--- src/rtl/dut_sequencer.sv ---
`default_nettype none
// ============================================================================
// Module      : dut_sequencer
// Description : Command-driven DUT-interface sequencer. Pops command words
//               from a show-ahead FIFO and executes them: VECTOR drives mosi,
//               waits a programmable settle time, samples miso under a mask
//               and pushes the result; other commands set the settle time,
//               the mask or the target select, or end the run.
// Revision    : 1.0 - initial release
// ============================================================================
module dut_sequencer #(
    parameter int STF_WIDTH    = 24,
    parameter int RTF_WIDTH    = 24,
    parameter int REQ_WIDTH    = 3,
    parameter int CMD_WIDTH    = 5,
    parameter int WAIT_WIDTH   = 16,
    parameter int DSEL_WIDTH   = 5,
    parameter int CNT_WIDTH    = 16,
    parameter int DEFAULT_WAIT = 2,
    parameter int DIF_WIDTH    = REQ_WIDTH + CMD_WIDTH + STF_WIDTH
) (
    input  logic                  clock,
    input  logic                  reset_n,
    input  logic                  enable,
    output logic                  done,
    output logic                  busy,
    output logic                  bad_cmd,
    input  logic [DIF_WIDTH-1:0]  cmd_data,
    input  logic                  cmd_empty,
    output logic                  cmd_rdreq,
    output logic [RTF_WIDTH-1:0]  rfifo_data,
    output logic                  rfifo_wrreq,
    input  logic                  rfifo_wrfull,
    output logic [STF_WIDTH-1:0]  mosi,
    input  logic [RTF_WIDTH-1:0]  miso,
    output logic [DSEL_WIDTH-1:0] target_sel,
    output logic [CNT_WIDTH-1:0]  vec_count
);

    typedef enum logic [2:0] {
        ST_IDLE   = 3'd0,
        ST_FETCH  = 3'd1,
        ST_EXEC   = 3'd2,
        ST_SETTLE = 3'd3,
        ST_SAMPLE = 3'd4,
        ST_PUSH   = 3'd5,
        ST_DONE   = 3'd6
    } state_t;

    localparam logic [REQ_WIDTH-1:0] c_REQ_VECTOR   = REQ_WIDTH'(0);
    localparam logic [REQ_WIDTH-1:0] c_REQ_SET_WAIT = REQ_WIDTH'(1);
    localparam logic [REQ_WIDTH-1:0] c_REQ_SELECT   = REQ_WIDTH'(2);
    localparam logic [REQ_WIDTH-1:0] c_REQ_SET_MASK = REQ_WIDTH'(3);
    localparam logic [REQ_WIDTH-1:0] c_REQ_END      = REQ_WIDTH'(5);

    state_t                  r_state;
    state_t                  w_next_state;
    logic [DIF_WIDTH-1:0]    r_cmd;
    logic [WAIT_WIDTH-1:0]   r_wait;
    logic [WAIT_WIDTH-1:0]   r_settle;
    logic [RTF_WIDTH-1:0]    r_mask;
    logic [RTF_WIDTH-1:0]    r_result;
    logic [STF_WIDTH-1:0]    r_mosi;
    logic [DSEL_WIDTH-1:0]   r_target_sel;
    logic                    r_done;
    logic                    r_bad_cmd;
    logic [CNT_WIDTH-1:0]    r_vec_count;

    logic [REQ_WIDTH-1:0]    w_req;
    logic                    w_drive_only;
    logic [STF_WIDTH-1:0]    w_payload;
    logic [RTF_WIDTH-1:0]    w_mask_in;
    logic                    w_pop;
    logic                    w_push;
    logic                    w_unused_cmd_bits;

    // Latched command fields: {req, cmd, payload}, MSB first.
    assign w_req        = r_cmd[DIF_WIDTH-1 -: REQ_WIDTH];
    assign w_drive_only = r_cmd[STF_WIDTH];
    assign w_payload    = r_cmd[STF_WIDTH-1:0];

    // Only cmd[0] carries meaning today; the upper modifier bits are reserved.
    assign w_unused_cmd_bits = |r_cmd[STF_WIDTH+1 +: CMD_WIDTH-1];

    // Mask payload fitted to the result width.
    generate
        if (RTF_WIDTH <= STF_WIDTH) begin : g_mask_trunc
            assign w_mask_in = w_payload[RTF_WIDTH-1:0];
        end else begin : g_mask_ext
            assign w_mask_in = {{(RTF_WIDTH-STF_WIDTH){1'b0}}, w_payload};
        end
    endgenerate

    // State register.
    always_ff @(posedge clock) begin
        if (!reset_n) begin
            r_state <= ST_IDLE;
        end else begin
            r_state <= w_next_state;
        end
    end

    // Next-state logic plus the FIFO pop and push strobes.
    always_comb begin
        w_next_state = r_state;
        w_pop        = 1'b0;
        w_push       = 1'b0;
        case (r_state)
            ST_IDLE: begin
                if (enable) begin
                    w_next_state = ST_FETCH;
                end
            end
            ST_FETCH: begin
                if (!enable) begin
                    w_next_state = ST_IDLE;
                end else if (!cmd_empty) begin
                    w_pop        = 1'b1;
                    w_next_state = ST_EXEC;
                end
            end
            ST_EXEC: begin
                case (w_req)
                    c_REQ_VECTOR: w_next_state = ST_SETTLE;
                    c_REQ_END:    w_next_state = ST_DONE;
                    default:      w_next_state = ST_FETCH;
                endcase
            end
            ST_SETTLE: begin
                if (r_settle == '0) begin
                    w_next_state = ST_SAMPLE;
                end
            end
            ST_SAMPLE: begin
                w_next_state = w_drive_only ? ST_FETCH : ST_PUSH;
            end
            ST_PUSH: begin
                if (!rfifo_wrfull) begin
                    w_push       = 1'b1;
                    w_next_state = ST_FETCH;
                end
            end
            ST_DONE: begin
                if (!enable) begin
                    w_next_state = ST_IDLE;
                end
            end
            default: w_next_state = ST_IDLE;
        endcase
    end

    // Datapath: command latch, configuration registers, sample and counters.
    always_ff @(posedge clock) begin
        if (!reset_n) begin
            r_cmd        <= '0;
            r_wait       <= WAIT_WIDTH'(DEFAULT_WAIT);
            r_settle     <= '0;
            r_mask       <= '1;
            r_result     <= '0;
            r_mosi       <= '0;
            r_target_sel <= '0;
            r_done       <= 1'b0;
            r_bad_cmd    <= 1'b0;
            r_vec_count  <= '0;
        end else begin
            if (w_pop) begin
                r_cmd <= cmd_data;
            end
            case (r_state)
                ST_EXEC: begin
                    case (w_req)
                        c_REQ_VECTOR: begin
                            r_mosi   <= w_payload;
                            r_settle <= r_wait;
                        end
                        c_REQ_SET_WAIT: r_wait       <= w_payload[WAIT_WIDTH-1:0];
                        c_REQ_SELECT:   r_target_sel <= w_payload[DSEL_WIDTH-1:0];
                        c_REQ_SET_MASK: r_mask       <= w_mask_in;
                        c_REQ_END:      r_done       <= 1'b1;
                        default:        r_bad_cmd    <= 1'b1;
                    endcase
                end
                ST_SETTLE: begin
                    if (r_settle != '0) begin
                        r_settle <= r_settle - WAIT_WIDTH'(1);
                    end
                end
                ST_SAMPLE: begin
                    r_result <= miso & r_mask;
                end
                ST_PUSH: begin
                    if (w_push) begin
                        r_vec_count <= r_vec_count + CNT_WIDTH'(1);
                    end
                end
                ST_DONE: begin
                    if (!enable) begin
                        r_done <= 1'b0;
                    end
                end
                default: ;
            endcase
        end
    end

    // Strobes are gated by reset so nothing leaves the block in a reset cycle.
    assign cmd_rdreq   = w_pop & reset_n;
    assign rfifo_wrreq = w_push & reset_n;
    assign rfifo_data  = r_result;
    assign busy        = (r_state != ST_IDLE) && (r_state != ST_DONE);
    assign done        = r_done;
    assign bad_cmd     = r_bad_cmd;
    assign mosi        = r_mosi;
    assign target_sel  = r_target_sel;
    assign vec_count   = r_vec_count;

endmodule
`default_nettype wire

--- config.mk ---
export PLATFORM = sky130hd
export DESIGN_NAME = dut_sequencer
export DESIGN_NICKNAME = d
export VERILOG_FILES = /design/src/rtl/dut_sequencer.sv
export SDC_FILE = /design/constraint.sdc
export NUM_CORES = 1
export LEC_CHECK = 0
export CAP_MARGIN = 10
export CORE_ASPECT_RATIO = 0.7
export CORE_MARGIN = 2
export CORE_UTILIZATION = 40
export DETAILED_ROUTE_END_ITERATION = 10
export GPL_TIMING_DRIVEN = 0
export PLACE_DENSITY = 0.73
export SKIP_LAST_GASP = 1
export SYNTH_ARGS = -nofsm -noshare
export SYNTH_HDL_FRONTEND = slang
export SYNTH_SLANG_ARGS = --single-unit
export TNS_END_PERCENT = 1
--- constraint.sdc ---
create_clock -name clock -period 2.8 [get_ports clock]
set_input_delay 0.42 -clock clock [delete_from_list [all_inputs] [get_ports clock]]
set_output_delay 0.42 -clock clock [all_outputs]
set_load 0.02 [all_outputs]
==> results.sh <==
export IMPL_grt_pass1_vias=5737
export IMPL_regArea_um2=3163
export IMPL_slowest_delay_ns=0.62
export IMPL_required_ns=2.38
export IMPL_timing_final_crit_share=0.9697
export IMPL_crit_path_end_kind="output port"
export IMPL_area_delta_synth_final_pct=33.80
export IMPL_antenna_found_initial=0
export IMPL_yosysUniqueCellTypes=57
export IMPL_worstSetupPathType="in -> out"
export IMPL_cts_sinks=158
export IMPL_synth_commonest_cells="nand2_1, dfxtp_1, a21oi_1"
export IMPL_slew_headroom=0.5262
export IMPL_yosysMostFrequentCell="nand2_1"
export IMPL_synth_avg_cell_area_um2=7.884
export IMPL_htree_num_levels=4
export IMPL_clockRootBuffer="clkbuf_16"
export IMPL_die_w_um=154.1
export IMPL_grt_use_met1=0.3191
export IMPL_fin_nets=1010
export IMPL_grt_use_met3=0.05962
export IMPL_fin_crit_ns=2.715
export IMPL_portBuffers=130
export IMPL_drive_gt1_frac=0.05938
export IMPL_yosysTopAreaCellShare=0.5015
export IMPL_yosysWarnings=0
export IMPL_dpl_hpwl_um=13680
export IMPL_syn_nets=863
export IMPL_cts_hold_buffers_added=0
export IMPL_hold_class="reg -> reg"
export IMPL_vias=6097
export IMPL_p_per_area_nw_per_um2=572.3
export IMPL_critPathArrivalTime_ns=2.30
export IMPL_finalMaxSlewViolations=0
export IMPL_start_kind="input pin"
export IMPL_cts_path_max_buffers=2
export IMPL_critPathMaxFanout=19
export IMPL_tightest_slew_ns=0.7107
export IMPL_synth_top_area_cell="dfxtp_1"
export IMPL_clk_pin_slew_worst_paths_ns=0.07
export IMPL_synth_cells=800
export IMPL_slowest_stage="clkdlybuf4s50_1"
export IMPL_synth_edff_count=0
export IMPL_ir_drop_uv=409.3
export IMPL_wl_per_cell_um=15.99
export IMPL_start_util=0.4082
export IMPL_grt_pass1_wl_um=29460
export IMPL_synth_flop_cell="dfxtp_1"
export IMPL_drtPass1Iterations=5
export IMPL_finalSetupViolations=0
export IMPL_grt_total_usage=0.2252
export IMPL_finalSetupTns_ns=0
export IMPL_ant_nets=0
export IMPL_crit_buf_inv=4
export IMPL_ys_seq_area_frac=0.5015
export IMPL_p_leak_uw=0.002947
export IMPL_hold_violations=0
export IMPL_clock_fmax_ghz=0.3683
export IMPL_viasPerCell=5.256
export IMPL_postLayoutCellArea_um2=8439
export IMPL_antenna_cells=0
export IMPL_top_usage_layer="met2"
export IMPL_cts_buffers=17
export IMPL_rsz0062_at_grt="false"
export IMPL_dpl_cell_area_um2=7859
export IMPL_first_iter_violations=424
export IMPL_dieArea_um2=16800
export IMPL_chipHeight_um=109.1
export IMPL_path_cells="clkdlybuf4s50_1 > clkinv_1 > buf_2 > nor2_1 > clkdlybuf4s50_1"
export IMPL_synth_seq_cells=158
export IMPL_skew_ns=0.01186
export IMPL_overflow=0
export IMPL_multi_input_area_um2=2912
export IMPL_num_fill_cells=1410
export IMPL_grt_met2_usage=0.3296
export IMPL_outcome="finished clean"
export IMPL_routed_wl_um=18540
export IMPL_clock_latency_ns=0.43
export IMPL_async_reset_ff_frac=0
export IMPL_synth_area_um2=6307
export IMPL_place_congestion=0.9314
export IMPL_grt_max_degree=20
export IMPL_cts_tree="yes"
export IMPL_drc=0
export IMPL_maxCapViolCount=0
export IMPL_cpLargestDelayFamily="buffers and inverters"
export IMPL_rows=38
export IMPL_critPathMostFrequentCell="clkdlybuf4s50_1"
export IMPL_pin_count=135
export IMPL_synth_area_leaders="dfxtp_1, nand2_1, a21oi_1, nand3_1, nor2_1"
export IMPL_coreArea_um2=15450
## registers in the layout, summed over array words and instances (netlist names)
register    count
bad_cmd         1
mosi           24
r_state         3
r_mask         24
done            1
target_sel      5
vec_count      16
r_settle       16
r_wait         16
r_cmd          28
rfifo_data     24
## stage by stage
stage,power [uW],hold slack (ns),instances,util,setup WS [ns]
global route,4989,0.4782,1160,0.5462,0.04978
global placement,2588,0.4414,1130,0.5086,-0.2535
CTS,4849,0.4542,1160,0.5461,-0.05713
floorplan,2441,0.4332,800,-,0.7950
detailed placement,2589,0.4453,1130,0.5086,-0.2428
finish,4830,0.4524,1160,0.5462,0.08491
## worst min-delay path, stage by stage (launching register included)
cell and delay, ns:
dfxtp_1 0.31, nand2_1 0.05, a21oi_1 0.05
## layer usage
layer | part of all wire | vias to the layer above
li1 | - | 2999
met1 | 0.48 | 2832
met2 | 0.41 | 236
met3 | 0.082 | 30
met4 | 0.022 | 0
met5 | 0 | -
## kinds of logic (layout without fill, tap and decap cells)
logic type	count (synthesis)	after routing	synth area share
AOI/OAI and AO/OA	162	162	0.1420
xor gates and xnor gates	16	16	0.02222
adders and majority gates	2	2	0.003967
buffers and inverters	58	218	0.03729
DFF	158	158	0.5015
muxes	7	7	0.01131
and+or+nand+nor	397	397	0.2817
## path summary, 6_finish.rpt
path | startpoint | end | slack (ns) | cells after the start
worst max-delay path | reset_n | rfifo_wrreq | 0.08 | 5
worst min-delay path | rfifo_data[10] | rfifo_data[10] | 0.45 | 2
worst max register to register | r_settle[0] | r_settle[0] | 0.46 | 7
worst min register to register | rfifo_data[10] | rfifo_data[10] | 0.45 | 2
## power breakdown
| part | internal, uW | switching (uW) |
|---|---|---|
| logic | 118 | 140 |
| clock network | 1260 | 1030 |
| registers | 2260 | 19.9 |
## area by class of cell
class | instances | area share
tap | 200 | 0.02965
clock inverter | 14 | 0.01853
buffer | 48 | 0.02357
sequential | 158 | 0.3748
multi-input combinational | 584 | 0.3450
timing repair buffer | 130 | 0.1540
clock buffer | 18 | 0.05085
inverter | 8 | 0.003558
## cells in the final DEF (no fill, tap or decap), types with 9 or more instances in the layout
cell type        count
nand3_1             59
nor3_1              11
a21oi_1            119
nand2_1            239
xnor2_1             10
o21ai_1              9
nor2_1              44
dfxtp_1            158
clkbuf_1            39
clkdlybuf4s50_1    129
clkbuf_16           17
## repair_timing
item / 4_1_cts / 5_1_grt
setup endpoints to repair: 2 / 1
setup buffers: 0 / 0
gates resized for setup: 2 / 4
endpoints found under the hold margin: 0 / 0
Note: power is estimated with default switching activity, not from simulation.
